==> config.mk <==
export PLATFORM = sky130hd
export DESIGN_NAME = buffer_port_ctrl
export DESIGN_NICKNAME = d
export VERILOG_FILES = /design/src/rtl/buffer_pkg.sv /design/src/rtl/buffer_occupancy.sv /design/src/rtl/buffer_port_ctrl.sv
export SDC_FILE = /design/constraint.sdc
export NUM_CORES = 1
export LEC_CHECK = 0
export CAP_MARGIN = 20
export CORE_MARGIN = 4
export CORE_UTILIZATION = 51
export CTS_CLUSTER_DIAMETER = 60
export DETAILED_ROUTE_END_ITERATION = 10
export PLACE_DENSITY = 0.83
export SLEW_MARGIN = 10
export SYNTH_ARGS = -nofsm -noshare
export SYNTH_HDL_FRONTEND = slang
export SYNTH_SLANG_ARGS = --single-unit
==> constraint.sdc <==
create_clock -name clk -period 2.45 [get_ports clk]
set_input_delay 0.245 -clock clk [delete_from_list [all_inputs] [get_ports clk]]
set_output_delay 0.245 -clock clk [all_outputs]
set_load 0.05 [all_outputs]
==> src/rtl/buffer_pkg.sv <==
`default_nettype none
// ============================================================================
// Module      : buffer_pkg
// Description : Shared types and elaboration helpers for the buffer storage
//               and handshake logic.
// Revision    : 1.0 - initial release
// ============================================================================
package buffer_pkg;

    // Pop ordering of the buffer.
    typedef enum logic {
        FIFO = 1'b0,
        FILO = 1'b1
    } pop_order_e;

    // Order names are exactly four characters, so they fit a 32-bit parameter.
    localparam int c_ORDER_STR_W = 32;

    // True when the order string names a supported ordering.
    function automatic logic pop_order_valid(input logic [c_ORDER_STR_W-1:0] s);
        return (s == "FIFO") || (s == "FILO");
    endfunction

    // Maps the order string onto the enum; unknown strings are rejected separately.
    function automatic pop_order_e pop_order_decode(input logic [c_ORDER_STR_W-1:0] s);
        return (s == "FILO") ? FILO : FIFO;
    endfunction

    // Width needed to hold an occupancy of 0..depth inclusive.
    function automatic int count_width(input int depth);
        return $clog2(depth + 1);
    endfunction

endpackage
`default_nettype wire

==> src/rtl/buffer_occupancy.sv <==
`default_nettype none
// ============================================================================
// Module      : buffer_occupancy
// Description : Occupancy counter, full/empty decode and storage indices for
//               either FIFO (wrapping read/write pointers) or FILO (stack
//               index derived from the count) ordering.
// Revision    : 1.0 - initial release
// ============================================================================
module buffer_occupancy
    import buffer_pkg::*;
#(
    parameter int         DEPTH = 8,
    parameter pop_order_e ORDER = FIFO,
    parameter int         CW    = count_width(DEPTH),
    parameter int         IW    = $clog2(DEPTH)
) (
    input  logic          clk,
    input  logic          rst_n,
    input  logic          i_push,
    input  logic          i_pop,
    output logic [CW-1:0] o_count,
    output logic          o_full,
    output logic          o_empty,
    output logic [IW-1:0] o_wr_idx,
    output logic [IW-1:0] o_rd_idx
);

    localparam logic [CW-1:0] c_FULL = CW'(DEPTH);
    localparam logic [CW-1:0] c_ONE  = CW'(1);

    logic [CW-1:0] r_count;

    // Occupancy: up on push only, down on pop only, saturating at both ends.
    always_ff @(posedge clk or negedge rst_n) begin
        if (!rst_n) begin
            r_count <= '0;
        end else if (i_push && !i_pop && (r_count != c_FULL)) begin
            r_count <= r_count + c_ONE;
        end else if (i_pop && !i_push && (r_count != '0)) begin
            r_count <= r_count - c_ONE;
        end
    end

    assign o_count = r_count;
    assign o_full  = (r_count == c_FULL);
    assign o_empty = (r_count == '0);

    generate
        if (ORDER == FIFO) begin : g_fifo
            localparam logic [IW-1:0] c_LAST = IW'(DEPTH - 1);
            logic [IW-1:0] r_wr;
            logic [IW-1:0] r_rd;

            // Write and read pointers wrap explicitly at DEPTH-1 so any depth works.
            always_ff @(posedge clk or negedge rst_n) begin
                if (!rst_n) begin
                    r_wr <= '0;
                    r_rd <= '0;
                end else begin
                    if (i_push) begin
                        r_wr <= (r_wr == c_LAST) ? '0 : r_wr + IW'(1);
                    end
                    if (i_pop) begin
                        r_rd <= (r_rd == c_LAST) ? '0 : r_rd + IW'(1);
                    end
                end
            end

            assign o_wr_idx = r_wr;
            assign o_rd_idx = r_rd;
        end else begin : g_filo
            logic [CW-1:0] w_top;

            // The top of stack sits one below the count; a simultaneous
            // push and pop overwrites the top in place.
            assign w_top    = r_count - c_ONE;
            assign o_rd_idx = o_empty ? '0 : IW'(w_top);
            assign o_wr_idx = i_pop ? IW'(w_top) : IW'(r_count);
        end
    endgenerate

endmodule
`default_nettype wire

==> src/rtl/buffer_port_ctrl.sv <==
`default_nettype none
// ============================================================================
// Module      : buffer_port_ctrl
// Description : Storage array and valid/ready handshake for a synchronous
//               buffer with FIFO or FILO ordering and first-word-fall-through
//               head output.
// Revision    : 1.0 - initial release
// ============================================================================
module buffer_port_ctrl
    import buffer_pkg::*;
#(
    parameter int          DATA_WIDTH = 8,
    parameter int          DEPTH      = 8,
    parameter logic [31:0] POP_ORDER  = "FIFO"
) (
    input  logic                            clk,
    input  logic                            rst_n,
    input  logic                            i_in_valid,
    output logic                            o_in_ready,
    input  logic [DATA_WIDTH-1:0]           i_in_data,
    output logic                            o_out_valid,
    input  logic                            i_out_ready,
    output logic [DATA_WIDTH-1:0]           o_out_data,
    output logic [count_width(DEPTH)-1:0]   o_count,
    output logic                            o_full,
    output logic                            o_empty
);

    localparam pop_order_e c_ORDER = pop_order_decode(POP_ORDER);
    localparam int         c_CW    = count_width(DEPTH);
    localparam int         c_IW    = $clog2(DEPTH);

    generate
        if (!pop_order_valid(POP_ORDER)) begin : g_bad_order
            $fatal(1, "buffer_port_ctrl: POP_ORDER must be \"FIFO\" or \"FILO\"");
        end
        if (DEPTH < 2) begin : g_bad_depth
            $fatal(1, "buffer_port_ctrl: DEPTH must be at least 2");
        end
    endgenerate

    logic                  w_push;
    logic                  w_pop;
    logic                  w_full;
    logic                  w_empty;
    logic [c_IW-1:0]       w_wr_idx;
    logic [c_IW-1:0]       w_rd_idx;
    logic [c_CW-1:0]       w_count;
    logic [DATA_WIDTH-1:0] r_mem [DEPTH];

    // Ready/valid come only from registered occupancy, so pushes while full
    // and pops while empty are impossible.
    assign o_in_ready  = !w_full;
    assign o_out_valid = !w_empty;
    assign w_push      = i_in_valid && !w_full;
    assign w_pop       = i_out_ready && !w_empty;

    buffer_occupancy #(
        .DEPTH (DEPTH),
        .ORDER (c_ORDER),
        .CW    (c_CW),
        .IW    (c_IW)
    ) u_occupancy (
        .clk      (clk),
        .rst_n    (rst_n),
        .i_push   (w_push),
        .i_pop    (w_pop),
        .o_count  (w_count),
        .o_full   (w_full),
        .o_empty  (w_empty),
        .o_wr_idx (w_wr_idx),
        .o_rd_idx (w_rd_idx)
    );

    // Storage array is deliberately left unreset; occupancy masks stale words.
    always_ff @(posedge clk) begin
        if (w_push) begin
            r_mem[w_wr_idx] <= i_in_data;
        end
    end

    assign o_out_data = r_mem[w_rd_idx];
    assign o_count    = w_count;
    assign o_full     = w_full;
    assign o_empty    = w_empty;

endmodule
`default_nettype wire

==> results of run 1 <==
[report_power, final]
part | switching (mW) | leakage, nW | internal [mW]
sequential | 0.215 | 0.696 | 1.63
combinational | 1.17 | 0.518 | 0.888
clock | 0.415 | 0.0775 | 0.352
total | 1.80 | 1.29 | 2.87
[kinds of logic (layout without fill, tap and decap cells)]
logic type | after synthesis | count (layout) | synth area share (%)
DFF | 74 | 74 | 70.7
adders and majority gates | 7 | 7 | 3.10
and+or+nand+nor | 25 | 25 | 4.48
xor gates and xnor gates | 3 | 3 | 0.856
muxes | 29 | 29 | 16.5
buffers and inverters | 10 | 58 | 1.67
AOI/OAI and AO/OA | 10 | 10 | 2.73
[registers in the layout, summed over array words and instances (netlist names)]
register / cells
r_mem: 64
u_occupancy.o_count: 4
u_occupancy.o_rd_idx: 3
u_occupancy.o_wr_idx: 3
[cells in the mapped netlist, drive strengths merged (2+ instances only)]
library cell,n,share of area (%)
o21ai,2,0.33
mux2,12,4.4
inv,3,0.37
nor3,6,0.98
dfrtp,10,8.1
nor2,4,0.49
nand2b,5,1.0
ha,6,2.4
a21o,4,0.98
mux4,16,12
clkbuf,2,0.24
buf,5,1.1
nand3,2,0.33
nand2,4,0.57
edfxtp,64,63
xor2,2,0.57
[critical path, stage by stage, from the launching register on]
cell,delay (ps)
dfrtp_2,480
o41ai_4,540
nand3_1,180
buf_4,190
ha_1,310
a21oi_1,180
mux2i_1,230
xnor2_1,130
[final cells by class]
cell class	instances	area [um2]	area share [%]
repair buffers	39	353	9.65
inverters	3	11.3	0.308
flip-flops and latches	74	2180	59.6
clock buffers	9	124	3.39
clock inverters	7	36.3	0.993
multi-input cells	74	860	23.5
well taps	75	93.8	2.57
[per-layer routing]
layer,share of wire (%),wire (um),vias up
met4,1.2,63,0
met3,4.3,234,9
met5,0,0,-
met1,43,2370,798
li1,-,-,720
met2,51,2790,34
[worst paths after layout]
check	depth (start not counted)	from	end	slack, ps
worst max-delay path	7	u_occupancy.o_count[1]	u_occupancy.o_count[3]	140
worst min-delay path	1	rst_n	u_occupancy.o_rd_idx[1]	220
worst max register to register	7	u_occupancy.o_count[1]	u_occupancy.o_count[3]	140
worst min register to register	2	u_occupancy.o_rd_idx[1]	u_occupancy.o_rd_idx[1]	530
max in group asynchronous	1	rst_n	u_occupancy.o_count[1]	1880
min in group clk	2	u_occupancy.o_rd_idx[1]	u_occupancy.o_rd_idx[1]	530
==> results_dict.tcl, run 1 <==
set metrics [dict create \
    synthToLayoutAreaGrowth_pct 19.0 \
    synth_edf_count 64 \
    die-area_um2 7330 \
    antenna_cells 0 \
    slew_headroom_pct 65.3 \
    via_per_inst 5.56 \
    groute.layer.met1.usage_pct 20.7 \
    vias 1561 \
    total_power_mw 4.67 \
    numCtsBuffers 9 \
    cellLeakagePower_nw 1.29 \
    tightest_slew_ps 521 \
    fin_util_pct 62.1 \
    clk_latency_ps 340 \
    min_period_ps 2310 \
    grt_overflow 0 \
    tns_ps 0 \
    die_x_um 85.6 \
    grt_pass1_wl_um 8740 \
    fillers 427 \
    dp_hpwl_um 3550 \
    ctsHoldBuffers 0 \
    skew_ps 7.25 \
    slew_viol_final 0 \
    drc_errors 0 \
    synth_warnings 0 \
    wl_per_cell_um 19.4 \
    grt_pass1_vias 1743 \
    synth_ff_type "edfxtp_1" \
    syn_area_um2 3070 \
    io_buffers 27 \
    vdd_drop_max_uv 853 \
    syn_nets 177 \
    io-pin-count 28 \
    yosysUniqueCellTypes 31 \
    path_max_fanout 7 \
    yosysSeqAreaShare_pct 70.7 \
    placed_cells 265 \
    whs_ps 224 \
    ant_nets 0 \
    finalHoldViolCount 0 \
    fmax_ghz 0.432 \
    rows 28 \
    start_util_pct 52.2 \
    grt_use_met3_pct 6.15 \
    setup_viol 0 \
    cap_violations 0 \
    gp_congestion 0.745 \
    dpl_cell_area_um2 3490 \
    cts_tree "yes" \
    mostFrequentLayoutCells "64 x edfxtp_1, 21 x buf_4, 16 x mux4_2" \
    cts_buffer_depth 2 \
    coreArea_um2 5890 \
    cts-root-buf "clkbuf_8" \
    finalCritPeriodShare_pct 94.5 \
    status "finished clean" \
    drt_first_pass_iters 4 \
    syn_inst 158 \
    final_nets 220 \
    drt-total-wl_um 5460 \
    hold_class "in -> async" \
    antenna_found_initial 0 \
    grt_max_degree 18 \
    rsz0062_at_grt "no" \
    required_ps 2720 \
    cts_sinks 74 \
    busiest_layer "met2" \
    post_cts_resized 0 \
    async_reset_ff_share_pct 13.5 \
    use_met2_pct 27.2 \
    layout.cells.non_filler 281 \
    post_cts_buffers 0 \
    htreeDepth 3 \
    crit_type "reg -> reg" \
    synth_area_per_cell_um2 19.4 \
    fin_ws_ps 135 \
    worstSetupEndpointType "flop" \
    design_area_um2 3650 \
    drtIter0Drc 68 \
    start_kind "flop" \
    path_clk_slew_ps 70 \
    drive_gt1_share_pct 34.5 \
    ys_ff_latch 74 \
    die_h_um 85.6 \
    power_density_nw_per_um2 1280 \
    arrival_ps 2580 \
    track_usage_pct 16.7 \
    place_ws_ps 135 \
    final_common_cell "edfxtp_1" \
]
Power figures use the tool's default switching activity.
==> run 2, diff against run 1 <==
Settings changed: SETUP_SLACK_MARGIN set to 0.1, SLEW_MARGIN 10 to not set.
==> run 2 against run 1 <==
  * Clock-buffer cell count is the same
  * Clock skew fell by 1.2 ps
  * Sequential power hardly changed
  * Sequential cell count did not move
  * Routed wire length increased by 2.8%
  * Die area did not move
  * Sequential share of layout area is 1.0 points lower
  * First-iteration DRC count up 91%
  * Global-route usage rose by 0.71 points
  * Largest cell class unchanged
  * Largest power group unchanged
  * Highest routed layer unchanged
==> results_dict.tcl, run 2 (synthesis gave the netlist of run 1 again) <==
set metrics [dict create \
    status "finished clean" \
    die-area_um2 7330 \
    antenna_found_initial 0 \
    cellLeakagePower_nw 1.32 \
    total_power_mw 5.02 \
    place_ws_ps 90.3 \
    hold_class "in -> async" \
    dp_hpwl_um 3670 \
    io-pin-count 28 \
    clk_latency_ps 340 \
    track_usage_pct 17.4 \
    rows 28 \
    cts-root-buf "clkbuf_8" \
    via_per_inst 5.68 \
    drtIter0Drc 130 \
    reg2reg_depth 7 \
    dpl_cell_area_um2 3470 \
    coreArea_um2 5890 \
    start_kind "flop" \
    power_density_nw_per_um2 1350 \
    cts_tree "yes" \
    grt_max_degree 20 \
    required_ps 2200 \
    rsz0062_at_grt "yes" \
    vdd_drop_max_uv 1050 \
    path_max_fanout 7 \
    placed_cells 261 \
    cap_violations 0 \
    drt-total-wl_um 5610 \
    drive_gt1_share_pct 35.8 \
    synthToLayoutAreaGrowth_pct 21.2 \
    numCtsBuffers 9 \
    path_clk_slew_ps 70 \
    final_common_cell "edfxtp_1" \
    grt_pass1_wl_um 9200 \
    finalCritPeriodShare_pct 93.6 \
    finalHoldViolCount 0 \
    grt_pass1_vias 1762 \
    tightest_slew_ps 939 \
    slew_viol_final 0 \
    drc_errors 0 \
    arrival_ps 2050 \
    setup_viol 0 \
    design_area_um2 3720 \
    drt_first_pass_iters 4 \
    final_nets 218 \
    grt_overflow 0 \
    tns_ps 0 \
    die_x_um 85.6 \
    ctsHoldBuffers 0 \
    slew_headroom_pct 37.2 \
    start_util_pct 52.2 \
    fin_util_pct 63.2 \
    skew_ps 6.09 \
    worstSetupEndpointType "primary output" \
    antenna_cells 0 \
    whs_ps 233 \
    htreeDepth 3 \
    min_period_ps 2290 \
    fin_ws_ps 156 \
    vias 1584 \
    cts_buffer_depth 2 \
    gp_congestion 0.806 \
    fillers 393 \
    layout.cells.non_filler 279 \
    crit_type "reg -> out" \
    mostFrequentLayoutCells "64 x edfxtp_1, 19 x buf_4, 16 x mux4_2" \
    cts_sinks 74 \
    largest_register_ffs 64 \
    die_h_um 85.6 \
    ant_nets 0 \
    io_buffers 27 \
    top_register "r_mem" \
    fmax_ghz 0.436 \
    wl_per_cell_um 20.1 \
]
run 2: changes by cell type in the layout (fill, tap and decap cells not counted), moves of 2 or more:
cell	delta
buf_4	-2
dlymetal6s2s_1	-2
bufinv_16	+3
clkinv_1	-2
dlygate4sd2_1	+2
clkinvlp_4	-2
run 2: area by class of cell:
type	instances	area, um2	area share, %
clock inverter	7	116	3.13
timing repair buffer	37	322	8.64
multi-input combinational	74	876	23.5
clock buffer	9	124	3.33
sequential	74	2180	58.6
tap	75	93.8	2.52
inverter	3	11.3	0.303
run 2: what timing repair did:
action                                  CTS  global route
gates resized for setup                   2             1
setup buffers                             1             1
pin swaps                                 1             1
endpoints found under the setup margin    3             9
run 2: per-layer routing:
metal	share of wire, %	track usage, %	vias up
li1	-	-	717
met4	0.71	6.47	0
met3	4.4	4.80	5
met1	43	22.1	823
met2	52	28.7	39
met5	0	0	-
run 2: power by group:
| part | switching, mW | leakage, nW | internal [mW] |
|---|---|---|---|
| clock network | 0.438 | 0.121 | 0.676 |
| registers | 0.210 | 0.696 | 1.63 |
| logic | 1.20 | 0.501 | 0.871 |
| total | 1.84 | 1.32 | 3.18 |
run 2: worst max-delay path, cell delays in order, from the launching register on:
cell,delay [ps]
dfrtp_4,530
or4b_4,580
buf_4,180
dlygate4sd2_1,420
run 2: path summary, 6_finish.rpt:
| kind | startpoint | to | slack, ps |
|---|---|---|---|
| min in group clk | u_occupancy.o_count[0] | u_occupancy.o_count[0] | 600 |
| min reg2reg | u_occupancy.o_count[0] | u_occupancy.o_count[0] | 600 |
| max in group asynchronous | rst_n | u_occupancy.o_count[0] | 1860 |
| max | u_occupancy.o_count[0] | o_in_ready | 160 |
| min | rst_n | u_occupancy.o_count[0] | 230 |
| max reg2reg | u_occupancy.o_count[0] | u_occupancy.o_count[3] | 180 |
==> run 3, diff against run 2 <==
Settings changed: CORE_MARGIN 4 to 5.
==> run 3 against run 2 <==
  * Design area up 0.47%
  * Clock power decreased by 5%
  * First-iteration DRC count down 46%
  * Sequential share of layout area down 0.27 points
  * Global-route usage down 0.39 points
  * Largest cell class unchanged
  * Largest power group unchanged
==> results_dict.tcl, run 3 (synthesis gave the netlist of run 1 again) <==
set metrics [dict create \
    status "finished clean" \
    finalHoldViolCount 0 \
    die-area_um2 7670 \
    layout.cells.non_filler 283 \
    fmax_ghz 0.441 \
    antenna_cells 0 \
    io_buffers 27 \
    dp_hpwl_um 3690 \
    crit_type "reg -> out" \
    grt_max_degree 20 \
    vdd_drop_max_uv 907 \
    cts_sinks 74 \
    start_util_pct 52.2 \
    numCtsBuffers 9 \
    tns_ps 0 \
    cts-root-buf "clkbuf_8" \
    track_usage_pct 17.0 \
    slew_headroom_pct 36.4 \
    path_max_fanout 7 \
    final_common_cell "edfxtp_1" \
    drt-total-wl_um 5600 \
    tightest_slew_ps 950 \
    power_density_nw_per_um2 1330 \
    ant_nets 0 \
    p_seq_share_pct 36.6 \
    cap_violations 0 \
    coreArea_um2 5890 \
    drtIter0Drc 70 \
    required_ps 2200 \
    synthToLayoutAreaGrowth_pct 21.8 \
    dpl_cell_area_um2 3480 \
    rsz0062_at_grt "no" \
    htreeDepth 3 \
    drt_first_pass_iters 5 \
    drive_gt1_share_pct 37.0 \
    rows 28 \
    drc_errors 0 \
    worstSetupEndpointType "primary output" \
    grt_pass1_vias 1733 \
    setup_viol 0 \
    grt_overflow 0 \
    skew_ps 11.9 \
    grt_pass1_wl_um 9270 \
    die_x_um 87.6 \
    cts_buffer_depth 2 \
    cellLeakagePower_nw 1.33 \
    arrival_ps 2020 \
    fin_util_pct 63.5 \
    switching_power_mw 1.83 \
    top_register "r_mem" \
    wl_per_cell_um 19.8 \
    antenna_found_initial 0 \
    final_nets 222 \
    cts_tree "yes" \
    io-pin-count 28 \
    intPower_mw 3.15 \
    finalCritPeriodShare_pct 92.6 \
    largest_register_ffs 64 \
    slew_viol_final 0 \
    gp_congestion 0.828 \
    hold_class "in -> async" \
    die_h_um 87.6 \
    design_area_um2 3740 \
    clkPwrFrac_pct 21.0 \
    vias 1585 \
    swShare_pct 36.8 \
    path_clk_slew_ps 80 \
    via_per_inst 5.60 \
    clk_latency_ps 340 \
    p_comb_share_pct 42.3 \
    start_kind "flop" \
    ctsHoldBuffers 0 \
    placed_cells 263 \
    min_period_ps 2270 \
    mostFrequentLayoutCells "64 x edfxtp_1, 23 x buf_4, 16 x mux4_2" \
]
-- run 3: final cells by class --
class                   instances  area, um2
clock buffers                  11        151
clock inverters                 5       76.3
fillers                       383       2150
inverters                       3       11.3
multi-input cells              74        876
flip-flops and latches         74       2180
well taps                      75       93.8
repair buffers                 41        352
-- run 3: what timing repair did --
| item | 4_1_cts | 5_1_grt |
|---|---|---|
| buffers inserted | 1 | 3 |
| endpoints found under the setup margin | 3 | 9 |
| pin swaps | 1 | 3 |
| gates resized for setup | 2 | 1 |
-- run 3: per-layer routing --
metal,wire [um],GRT usage [%],part of all wire [%]
met1,2260,20.4,40
met2,3020,29.6,54
met3,248,4.14,4.4
met4,71,6.69,1.3
met5,0,0,0
-- run 3: per-stage QoR --
step | total power, mW | setup WS, ps | hold slack [ps]
floorplan | 3.38 | 101 | -50.6
global placement | 3.84 | 213 | 562
detailed placement | 3.94 | 110 | 581
CTS | 4.99 | 139 | 228
global route | 5.25 | 111 | 263
finish | 4.98 | 181 | 223
-- run 3: critical path, cell delays in order, from the launching register on --
cell and delay (ps):
dfrtp_4 510, or4b_4 600, buf_4 170, dlygate4sd2_1 410
-- run 3: final timing paths --
path	startpoint	slack, ps	to	depth (start not counted)
max in group asynchronous	rst_n	1860	u_occupancy.o_count[0]	1
min in group clk	u_occupancy.o_count[0]	560	u_occupancy.o_count[0]	1
hold / removal	rst_n	220	u_occupancy.o_wr_idx[2]	1
hold reg to reg	u_occupancy.o_count[0]	560	u_occupancy.o_count[0]	1
setup reg to reg	u_occupancy.o_count[0]	210	u_occupancy.o_count[3]	7
setup / recovery	u_occupancy.o_count[0]	180	o_in_ready	3
-- run 3: power groups by stage --
stage | Combinational (mW) | Sequential (mW) | Clock [mW]
after global placement | 2.02 | 1.83 | 0
after floorplan | 1.47 | 1.91 | 0
after CTS | 2.09 | 1.83 | 1.06
after detailed placement | 2.08 | 1.86 | 0
after global routing | 2.26 | 1.86 | 1.13
final | 2.11 | 1.82 | 1.05
